**config.mk**
```make
export PLATFORM = sky130hd
export DESIGN_NAME = fetch_stage
export DESIGN_NICKNAME = d
export VERILOG_FILES = /design/src/rtl/fetch_stage.sv
export SDC_FILE = /design/constraint.sdc
export NUM_CORES = 1
export LEC_CHECK = 0
export ABC_AREA = 0
export BUFFER_PORTS_ARGS = -buffer_cell sky130_fd_sc_hd__buf_2
export CORE_MARGIN = 3
export CORE_UTILIZATION = 30
export DETAILED_ROUTE_END_ITERATION = 6
export PLACE_DENSITY = 0.49
export SYNTH_ARGS = -nofsm -noshare
export SYNTH_HDL_FRONTEND = slang
export SYNTH_SLANG_ARGS = --single-unit
```
**constraint.sdc**
```tcl
create_clock -name clk -period 2.55 [get_ports clk]
set_clock_uncertainty 0.15 [all_clocks]
set_input_delay 0.3825 -clock clk [delete_from_list [all_inputs] [get_ports clk]]
set_output_delay 0.3825 -clock clk [all_outputs]
set_load 0.02 [all_outputs]
```
**src/rtl/fetch_stage.sv**
```systemverilog
// Instruction-fetch stage with PC, single-outstanding imem handshake and IF/ID register.
// Optional perf counters (perf_fetched, perf_bubbles) built when FETCH_PERF_CNT_EN is defined.
module fetch_stage #(
  parameter int               ADDR_W   = 32,
  parameter logic [ADDR_W-1:0] RESET_PC = '0
) (
  input  logic              clk,
  input  logic              reset_n,
  output logic              imem_req,
  output logic [ADDR_W-1:0] imem_addr,
  input  logic [31:0]       imem_rdata,
  input  logic              imem_valid,
  input  logic              stall,
  input  logic              redirect_valid,
  input  logic [ADDR_W-1:0] redirect_pc,
  output logic              ifid_valid,
  output logic [31:0]       ifid_instr,
  output logic [ADDR_W-1:0] ifid_pc4,
  output logic [5:0]        opcode,
`ifdef FETCH_PERF_CNT_EN
  output logic [31:0]       perf_fetched,
  output logic [31:0]       perf_bubbles,
`endif
  output logic [5:0]        funct
);

  // state  | meaning
  // S_REQ  | request outstanding at r_pc
  // S_HOLD | returned word buffered during stall, no request
  // S_DROP | stale request at r_drop_addr outstanding after redirect
  typedef enum logic [1:0] {S_REQ = 2'd0, S_HOLD = 2'd1, S_DROP = 2'd2} state_t;

  state_t            r_state;
  logic [ADDR_W-1:0] r_pc;
  logic [ADDR_W-1:0] r_drop_addr;
  logic [31:0]       r_buf;
  logic              r_ifid_valid;
  logic [31:0]       r_ifid_instr;
  logic [ADDR_W-1:0] r_ifid_pc4;

  logic [ADDR_W-1:0] w_pc4;
  logic [ADDR_W-1:0] w_redir_pc;

  assign w_pc4      = r_pc + ADDR_W'(4);
  assign w_redir_pc = {redirect_pc[ADDR_W-1:2], 2'b00};

  // Request is suppressed while reset is asserted regardless of the old state.
  assign imem_req  = reset_n && (r_state != S_HOLD);
  assign imem_addr = (r_state == S_DROP) ? r_drop_addr : r_pc;

  assign ifid_valid = r_ifid_valid;
  assign ifid_instr = r_ifid_instr;
  assign ifid_pc4   = r_ifid_pc4;
  assign opcode     = r_ifid_instr[31:26];
  assign funct      = r_ifid_instr[5:0];

  always_ff @(posedge clk) begin
    if (!reset_n) begin
      r_state      <= S_REQ;
      r_pc         <= RESET_PC;
      r_drop_addr  <= RESET_PC;
      r_buf        <= '0;
      r_ifid_valid <= 1'b0;
      r_ifid_instr <= '0;
      r_ifid_pc4   <= '0;
    end else if (redirect_valid) begin
      r_pc         <= w_redir_pc;
      r_ifid_valid <= 1'b0;
      r_ifid_instr <= '0;
      r_ifid_pc4   <= '0;
      case (r_state)
        S_REQ: begin
          if (!imem_valid) begin
            r_drop_addr <= r_pc;
            r_state     <= S_DROP;
          end
        end
        S_HOLD: r_state <= S_REQ;
        // A stale response landing in the same cycle still retires the drop.
        S_DROP: if (imem_valid) r_state <= S_REQ;
        default: r_state <= S_REQ;
      endcase
    end else begin
      case (r_state)
        S_REQ: begin
          if (imem_valid && stall) begin
            r_buf   <= imem_rdata;
            r_state <= S_HOLD;
          end else if (imem_valid) begin
            r_ifid_valid <= 1'b1;
            r_ifid_instr <= imem_rdata;
            r_ifid_pc4   <= w_pc4;
            r_pc         <= w_pc4;
          end else if (!stall) begin
            r_ifid_valid <= 1'b0;
            r_ifid_instr <= '0;
            r_ifid_pc4   <= '0;
          end
        end
        S_HOLD: begin
          if (!stall) begin
            r_ifid_valid <= 1'b1;
            r_ifid_instr <= r_buf;
            r_ifid_pc4   <= w_pc4;
            r_pc         <= w_pc4;
            r_state      <= S_REQ;
          end
        end
        S_DROP: begin
          if (imem_valid) r_state <= S_REQ;
          if (!stall) begin
            r_ifid_valid <= 1'b0;
            r_ifid_instr <= '0;
            r_ifid_pc4   <= '0;
          end
        end
        default: r_state <= S_REQ;
      endcase
    end
  end

`ifdef FETCH_PERF_CNT_EN
  logic        w_load_new;
  logic        w_load_bubble;
  logic [31:0] r_perf_fetched;
  logic [31:0] r_perf_bubbles;

  assign w_load_new = !redirect_valid && !stall &&
                      (((r_state == S_REQ) && imem_valid) || (r_state == S_HOLD));
  assign w_load_bubble = redirect_valid || (!stall && !w_load_new);

  always_ff @(posedge clk) begin
    if (!reset_n) begin
      r_perf_fetched <= '0;
      r_perf_bubbles <= '0;
    end else begin
      if (w_load_new)    r_perf_fetched <= r_perf_fetched + 32'd1;
      if (w_load_bubble) r_perf_bubbles <= r_perf_bubbles + 32'd1;
    end
  end

  assign perf_fetched = r_perf_fetched;
  assign perf_bubbles = r_perf_bubbles;
`endif

endmodule

```
==> impl_metrics.toml, run 1 <==
[outcome]
status = "finished clean"

[global_route]
grt_max_degree = 55
gr-usage-all-layers_pct = 16.7
grt_antenna_before_repair = 0
use_met3_pct = 3.22
top_usage_layer = "met2"
first_global_vias = 6550
grt_use_met1_pct = 24.0
met2_usage_pct = 25.7
grt_pass1_wl_um = 37900
grt_overflow_total = 0

[sta]
finalCritPeriodShare_pct = 94.9
timing.hold.ws_ps = 31.8
fin_ws_ps = 131
max_freq_ghz = 0.413
fin_setup_tns_ps = 0
hold_viol = 0
maxSlewHeadroom_pct = 61.9
max_slew.worst_pin.slew_ps = 572
drv_slew = 0
setup_violations = 0
grt_setup_unrepaired = "false"
post-route-min-period_ps = 2420

[critical_path]
crit_arrival_ps = 1890
crit_path_max_incr_delay_ps = 380
critPathSlowestCell = "mux2_2"
cp-end-kind = "primary output"
cp_max_fo = 15
worstSetupStartpointType = "flip-flop"
path_cells = "inv_1 > ha_1 > buf_4 > mux2_2 > buf_2"
crit_required_ps = 2020
path_class = "flip-flop to primary output"

[synthesis]
yosysMostFrequentCell = "nand2_1"
synth_edf_count = 0
synthCells = 924
syn_avg_cell_area_um2 = 8.60
synth.top_cells.by_count = "nand2_1, dfxtp_1, a21boi_0, clkbuf_1, mux2_2"
ys_top_cells_by_area = "dfxtp_1, mux2_2, nand2_1, a21boi_0, xnor2_1"
ys_async_sr_fraction_pct = 0
synth.yosys.warnings = 0
syn-cell-area_mm2 = 0.00795
ys_seq_elements = 159
yosys.cell_types.count = 53
seq_area_frac_synth_pct = 40.0
ys.flop_type = "dfxtp_1"
yosysTopAreaCellShare_pct = 40.0
synth_largest_area_cell = "dfxtp_1"

[worst_hold_path]
hold_class = "input port to flip-flop"

[cts]
postCtsSetupBuffers = 0
cts_tree = "yes"
cts_root_buf = "clkbuf_16"
clock_latency_ps = 420
cts_hold_buf = 0
cts_inserted_buffers = 17
h-tree-depth = 4
cts.sinks = 159
cts.path.max_buffers = 2
clk_pin_slew_ps = 70
cts_resized = 0

[floorplan]
dieArea_mm2 = 0.0285
io_pins = 179
coreArea_mm2 = 0.0256
initial_utilization_pct = 31.0
die_h_um = 169
rows = 58
die_w_um = 169

[drt]
vias = 6833
postRouteAntennaNets = 0
wire_per_inst_um = 17.1
drc = 0
routed_wl_um = 24100
drt-pass1-iter-count = 4
vias_per_cell = 4.85
drt-initial-drc-count = 380

[power]
power_density_mw_per_mm2 = 648
vdd_drop_max_mv = 0.305
power_leakage_nw = 3.90

[place]
portBuffers = 174
dp_hpwl_um = 16400
place_inst = 1375
gp_congestion = 0.744
pre_cts_ws_ps = 175

[run]
cap_violations = 0

[finish]
final_layout_size_suffix_gt1_share_pct = 31.7
fin_nets = 1137
stdcell_count = 1408
area.growth.synth_to_final_pct = 23.4
==> final timing paths <==
check,cells after the start,endpoint,startpoint,slack (ps)
min,2,r_pc[3],redirect_pc[3],30
max,5,imem_addr[5],r_state[0],130
min reg2reg,2,ifid_pc4[9],ifid_pc4[9],300
max reg2reg,8,r_pc[21],r_state[0],240
==> kinds of logic after synthesis <==
family | Yosys count | share of synthesized area [%]
XOR/XNOR | 48 | 5.29
adder cells (fa/ha/maj) | 4 | 0.630
buffers and inverters | 109 | 6.52
other | 1 | 0.0472
AO/OA/AOI/OAI | 233 | 19.8
flip-flops | 159 | 40.0
AND/OR/NAND/NOR | 311 | 19.4
multiplexers | 59 | 8.34
==> stage by stage <==
step | cell area [um2] | utilization [%] | total power [W]
floorplan | 7950 | - | 0.00333
global placement | 9190 | 35.9 | 0.00369
detailed placement | 9190 | 35.9 | 0.00369
CTS | 9800 | 38.3 | 0.00645
global route | 9810 | 38.3 | 0.00666
finish | 9810 | 38.3 | 0.00635
==> state kept, by name, summed over array words and instances, names as in the netlist <==
register and count:
ifid_instr 32, ifid_pc4 32, r_buf 32, r_drop_addr 30, r_pc 30, r_state 2, ifid_valid 1
==> where the power goes <==
group,total [W],leakage (nW),internal (W),switching [W]
Combinational,0.000981,2.31,0.000392,0.000589
Sequential,0.00265,1.29,0.00257,0.0000781
Clock,0.00272,0.296,0.00161,0.00111
==> worst max-delay path, delay by kind of cell, from the launching register on <==
family | cells | cell delay, ps
adder cells (fa/ha/maj) | 1 | 240
buffers and inverters | 3 | 530
flip-flops | 1 | 320
multiplexers | 1 | 380
==> cell usage in the layout (no fill, tap or decap), drive strengths merged, types with 3 or more instances in the layout <==
cell | netlist | routed
a21boi | 63 | 63
nor4 | 14 | 14
o21ai | 37 | 37
o211a | 8 | 8
buf | 37 | 220
nand3 | 18 | 18
clkbuf | 63 | 21
and4 | 3 | 3
clkinv | 1 | 3
xor2 | 8 | 8
nand4 | 12 | 12
nor3 | 17 | 17
ha | 4 | 4
o2bb2ai | 6 | 6
or4 | 3 | 3
inv | 8 | 12
bufinv | 0 | 3
a22oi | 38 | 38
and2 | 3 | 3
mux2 | 58 | 58
nand2 | 161 | 161
nor2 | 51 | 51
or3 | 8 | 8
or2 | 3 | 3
a211oi | 10 | 10
a21oi | 52 | 52
a31oi | 7 | 7
and3 | 4 | 4
dfxtp | 159 | 159
nor2b | 6 | 6
xnor2 | 40 | 40
nand2b | 6 | 6
a31o | 3 | 3
==> layout make-up <==
cell class | instances | area [um2]
antenna | 1 | 2.50
clock inverter | 11 | 153
inverter | 9 | 33.8
multi-input combinational | 657 | 4290
fill | 2675 | 15800
timing repair buffer | 220 | 1280
sequential | 159 | 3180
clock buffer | 21 | 460
tap | 330 | 413
==> metal layers <==
metal | share of wire (%) | routed length, um
met3 | 5.6 | 1350
met2 | 45 | 10800
met1 | 49 | 11800
met5 | 0 | 0
met4 | 0.56 | 134
Note: power is estimated with default switching activity, not from simulation.
==> run 2, diff against run 1 <==
--- a/config.mk
+++ b/config.mk
@@ -8,9 +8,9 @@
 export ABC_AREA = 0
 export BUFFER_PORTS_ARGS = -buffer_cell sky130_fd_sc_hd__buf_2
 export CORE_MARGIN = 3
-export CORE_UTILIZATION = 30
+export CORE_UTILIZATION = 45
 export DETAILED_ROUTE_END_ITERATION = 6
-export PLACE_DENSITY = 0.49
+export PLACE_DENSITY = 0.68
 export SYNTH_ARGS = -nofsm -noshare
 export SYNTH_HDL_FRONTEND = slang
 export SYNTH_SLANG_ARGS = --single-unit
==> run 2 against run 1 <==
Net effect:
- cell count is 8.3% lower
- routed wire length decreased by 11%
- clock-buffer cell count fell by 4
- clock power is 9.6% lower
- first-iteration DRC count rose by 13%
- die area decreased by 32%
- sequential power is essentially flat
- sequential cell count is the same
- via count is 1.9% higher
- critical path depth did not move
- final area is 2.3% lower
- power down 4.5%
==> impl_metrics.toml, run 2 (same netlist as run 1, synthesis figures left out) <==
[cts]
cts.path.max_buffers = 2
cts_inserted_buffers = 17
h-tree-depth = 4
clk_pin_slew_ps = 70
cts_root_buf = "clkbuf_16"
cts_hold_buf = 0
clock_latency_ps = 430
cts.sinks = 159
cts_resized = 0
postCtsSetupBuffers = 0
cts_tree = "yes"

[sta]
hold_viol = 0
fin_setup_tns_ps = 0
maxSlewHeadroom_pct = 61.9
max_slew.worst_pin.slew_ps = 570
grt_setup_unrepaired = "false"
setup_violations = 0
drv_slew = 0
fin_ws_ps = 75.2
max_freq_ghz = 0.404
timing.hold.ws_ps = 39.7
finalCritPeriodShare_pct = 97.0
post-route-min-period_ps = 2470

[place]
pre_cts_ws_ps = 140
gp_congestion = 0.838
portBuffers = 174
dp_hpwl_um = 15000

[critical_path]
crit_required_ps = 2020
crit_family = "buffers and inverters"
path_class = "flip-flop to primary output"
crit_path_max_incr_delay_ps = 380
path_cells = "inv_1 > ha_1 > buf_12 > mux2_2 > buf_2"
worst-path-buf-inv = 3
cp-end-kind = "primary output"
crit_arrival_ps = 1940
worstSetupStartpointType = "flip-flop"
cp_max_fo = 36
critPathSlowestCell = "mux2_2"

[global_route]
grt_max_degree = 59
first_global_vias = 6765
grt_antenna_before_repair = 0
grt_overflow_total = 0
gr-usage-all-layers_pct = 22.0
grt_pass1_wl_um = 35200

[drt]
drt-pass1-iter-count = 5
vias_per_cell = 5.40
postRouteAntennaNets = 0
routed_wl_um = 21400
wire_per_inst_um = 16.5
drc = 0
drt-initial-drc-count = 428
vias = 6965

[outcome]
status = "finished clean"

[floorplan]
dieArea_mm2 = 0.0193
coreArea_mm2 = 0.0169
die_h_um = 139
initial_utilization_pct = 46.9
die_w_um = 139
io_pins = 179
rows = 47

[power]
p_seq_share_pct = 43.7
power_density_mw_per_mm2 = 633
power.switching_w = 0.00181
p_int_w = 0.00425
power_leakage_nw = 3.85
vdd_drop_max_mv = 0.510
clock_power_share_pct = 40.5
sw_frac_of_total_pct = 29.9
combinationalPowerShare_pct = 15.8

[worst_hold_path]
hold_class = "input port to flip-flop"

[finish]
n_antenna_cell = 0
final_common_cell = "buf_2"
fin_nets = 1131
area.growth.synth_to_final_pct = 20.6
final_layout_size_suffix_gt1_share_pct = 31.4
fill_cells = 1566
layout_common_cells = "buf_2, nand2_1, dfxtp_1"

[run]
cap_violations = 0
==> run 2: power by group through the flow <==
| stage | sequential, W | clock, W | combinational [W] |
|---|---|---|---|
| floorplan | 0.00270 | 0 | 0.000635 |
| global placement | 0.00270 | 0 | 0.000945 |
| detailed placement | 0.00271 | 0 | 0.000953 |
| CTS | 0.00265 | 0.00251 | 0.000958 |
| global route | 0.00266 | 0.00262 | 0.00104 |
| finish | 0.00265 | 0.00246 | 0.000957 |
==> run 2: per-stage QoR <==
step	instance area (um2)	utilization (%)	cells	total power, W
after floorplan	7950	-	925	0.00333
after global placement	9010	53.2	1259	0.00365
after detailed placement	9010	53.2	1259	0.00366
after CTS	9580	56.6	1291	0.00612
after global routing	9590	56.6	1291	0.00633
final	9590	56.6	1291	0.00607
==> run 2: worst paths after layout <==
kind / startpoint / endpoint / slack [ps] / depth (start not counted)
worst min-delay path: redirect_pc[7] / r_pc[7] / 40 / 2
worst min register to register: r_buf[15] / r_buf[15] / 310 / 2
worst max-delay path: r_state[0] / imem_addr[30] / 80 / 5
worst max register to register: r_pc[3] / ifid_pc4[28] / 230 / 6
==> run 2: routing by layer <==
| metal | up-vias | share of wire [%] | track usage, % |
|---|---|---|---|
| li1 | 3467 | - | - |
| met1 | 3238 | 47 | 31.2 |
| met2 | 239 | 45 | 34.8 |
| met3 | 21 | 6.6 | 4.28 |
| met4 | 0 | 1.5 | 5.46 |
| met5 | - | 0 | 0 |
==> run 2: layout make-up <==
| cell class | instances | area [um2] | share of cell area [%] |
|---|---|---|---|
| clock inverters | 15 | 139 | 1.45 |
| well taps | 220 | 275 | 2.87 |
| inverters | 9 | 33.8 | 0.352 |
| clock buffers | 17 | 425 | 4.44 |
| flip-flops and latches | 159 | 3180 | 33.2 |
| repair buffers | 214 | 1250 | 13.0 |
| multi-input cells | 657 | 4290 | 44.7 |
==> run 3, diff against run 2 <==
--- a/config.mk
+++ b/config.mk
@@ -5,7 +5,7 @@
 export SDC_FILE = /design/constraint.sdc
 export NUM_CORES = 1
 export LEC_CHECK = 0
-export ABC_AREA = 0
+export ABC_AREA = 1
 export BUFFER_PORTS_ARGS = -buffer_cell sky130_fd_sc_hd__buf_2
 export CORE_MARGIN = 3
 export CORE_UTILIZATION = 45
==> run 3 against run 2 <==
Net effect:
- critical path depth up 4
- cell count increased by 19%
- largest power group unchanged
- global-route usage increased by 0.85 points
- highest routed layer unchanged
- critical endpoint is now ifid_pc4[29]
==> impl_metrics.toml, run 3 <==
[synthesis]
ys_top_cells_by_area = "dfxtp_1, nand2_1, a21oi_1, o21ai_0, nor2_1"
syn_avg_cell_area_um2 = 6.82
synth_edf_count = 0
ys.flop_type = "dfxtp_1"
synth.yosys.warnings = 0
yosysTopAreaCellShare_pct = 39.7
yosys.cell_types.count = 35
seq_area_frac_synth_pct = 39.7
syn-cell-area_mm2 = 0.00803
synth_largest_area_cell = "dfxtp_1"
synth.top_cells.by_count = "nand2_1, a21oi_1, dfxtp_1"
synthCells = 1177
ys_seq_elements = 159
yosysMostFrequentCell = "nand2_1"
ys_async_sr_fraction_pct = 0

[sta]
setup_violations = 0
maxSlewHeadroom_pct = 31.0
max_freq_ghz = 0.429
max_slew.worst_pin.slew_ps = 1040
post-route-min-period_ps = 2330
finalCritPeriodShare_pct = 91.5
drv_slew = 0
fin_setup_tns_ps = 0
grt_setup_unrepaired = "false"
timing.hold.ws_ps = 49.4
fin_ws_ps = 218
hold_viol = 0

[global_route]
gr-usage-all-layers_pct = 22.9
first_global_vias = 7115
grt_pass1_wl_um = 36700
grt_max_degree = 91
grt_overflow_total = 0
grt_antenna_before_repair = 0

[power]
p_seq_share_pct = 42.2
sw_frac_of_total_pct = 32.4
power.switching_w = 0.00214
vdd_drop_max_mv = 0.537
power_density_mw_per_mm2 = 698
clock_power_share_pct = 37.7
power_leakage_nw = 4.11
p_int_w = 0.00447
combinationalPowerShare_pct = 20.1

[place]
pre_cts_ws_ps = 195
gp_congestion = 0.947
place_inst = 1508
dp_hpwl_um = 15900
portBuffers = 174

[critical_path]
cp-end-kind = "flip-flop"
path_class = "flip-flop to flip-flop"
worst-path-buf-inv = 4
path_cells = "inv_1 > ha_1 > buf_4 > nor2_4 > buf_4 > inv_1 > nand3_1 > nand2_1 > a21oi_1"
crit_path_max_incr_delay_ps = 380
critPathSlowestCell = "ha_1"
regToRegSetupSlack_ps = 220
worstSetupStartpointType = "flip-flop"
crit_arrival_ps = 2500
cp_max_fo = 15
crit_family = "buffers and inverters"
crit_required_ps = 2720

[drt]
drt-initial-drc-count = 826
wire_per_inst_um = 14.9
drc = 0
postRouteAntennaNets = 0
drt-pass1-iter-count = 6
vias = 8106
vias_per_cell = 5.26
routed_wl_um = 22900

[floorplan]
coreArea_mm2 = 0.0174
io_pins = 179
initial_utilization_pct = 46.2
dieArea_mm2 = 0.0195
die_w_um = 140
die_h_um = 140
rows = 48

[cts]
cts_inserted_buffers = 17
cts_root_buf = "clkbuf_16"
h-tree-depth = 4
cts.sinks = 159
cts.path.max_buffers = 2
clk_pin_slew_ps = 70
cts_resized = 0
clock_latency_ps = 430
cts_tree = "yes"
postCtsSetupBuffers = 0
cts_hold_buf = 0

[finish]
final_common_cell = "nand2_1"
final_layout_size_suffix_gt1_share_pct = 20.8
n_antenna_cell = 0
stdcell_count = 1540
final_util_pct = 54.5
layout_common_cells = "nand2_1, buf_2, a21oi_1, dfxtp_1, o21ai_0"
fin_nets = 1375
area.growth.synth_to_final_pct = 18.0

[run]
cap_violations = 0

[outcome]
status = "finished clean"

[worst_hold_path]
hold_class = "input port to flip-flop"
-- run 3: final timing paths --
check,startpoint,endpoint,depth (start not counted)
min,imem_rdata[8],r_buf[8],3
min reg2reg,ifid_pc4[1],ifid_pc4[1],2
max,r_state[1],ifid_pc4[29],9
max reg2reg,r_state[1],ifid_pc4[29],9
-- run 3: routing by layer --
| layer | vias up | wire, um | global-route usage, % |
|---|---|---|---|
| met5 | - | 0 | 0 |
| met4 | 0 | 318 | 5.76 |
| met3 | 24 | 1550 | 4.54 |
| met2 | 272 | 10600 | 36.1 |
| met1 | 3671 | 10400 | 32.4 |
| li1 | 4139 | - | - |
-- run 3: stage by stage --
| step | instance area (um2) | total power, W |
|---|---|---|
| 3_3_place_gp | 8890 | 0.00414 |
| 3_5_place_dp | 8890 | 0.00416 |
| 5_1_grt | 9470 | 0.00693 |
| 4_1_cts | 9460 | 0.00664 |
| 2_1_floorplan | 8030 | 0.00379 |
| 6_report | 9470 | 0.00661 |
-- run 3: layout make-up --
cell class | instances | area, um2
clock buffers | 18 | 439
fillers | 1744 | 7890
flip-flops and latches | 159 | 3180
inverters | 69 | 270
well taps | 225 | 282
clock inverters | 14 | 133
repair buffers | 195 | 1060
multi-input cells | 860 | 4100
-- run 3: cell families (layout without fill, tap and decap cells) --
| logic type | count (synthesis) | in the layout | share of synthesized area, % |
|---|---|---|---|
| AND/OR/NAND/NOR | 477 | 477 | 24.2 |
| AO/OA/AOI/OAI | 370 | 370 | 25.4 |
| flip-flops | 159 | 159 | 39.7 |
| buffers and inverters | 159 | 296 | 9.32 |
| XOR/XNOR | 7 | 7 | 0.764 |
| adder cells (fa/ha/maj) | 4 | 4 | 0.624 |
| other | 1 | 2 | 0.0467 |
-- run 3: worst min-delay path, cell delays in order --
cell,delay [ps]
buf_2,90
inv_1,60
a21oi_1,50
-- run 3: power groups by stage --
stage / Clock [W] / Sequential [W] / Combinational, W
2_1_floorplan: 0 / 0.00287 / 0.000913
3_3_place_gp: 0 / 0.00283 / 0.00131
3_5_place_dp: 0 / 0.00284 / 0.00133
4_1_cts: 0.00253 / 0.00278 / 0.00133
5_1_grt: 0.00264 / 0.00281 / 0.00149
6_report: 0.00249 / 0.00279 / 0.00133
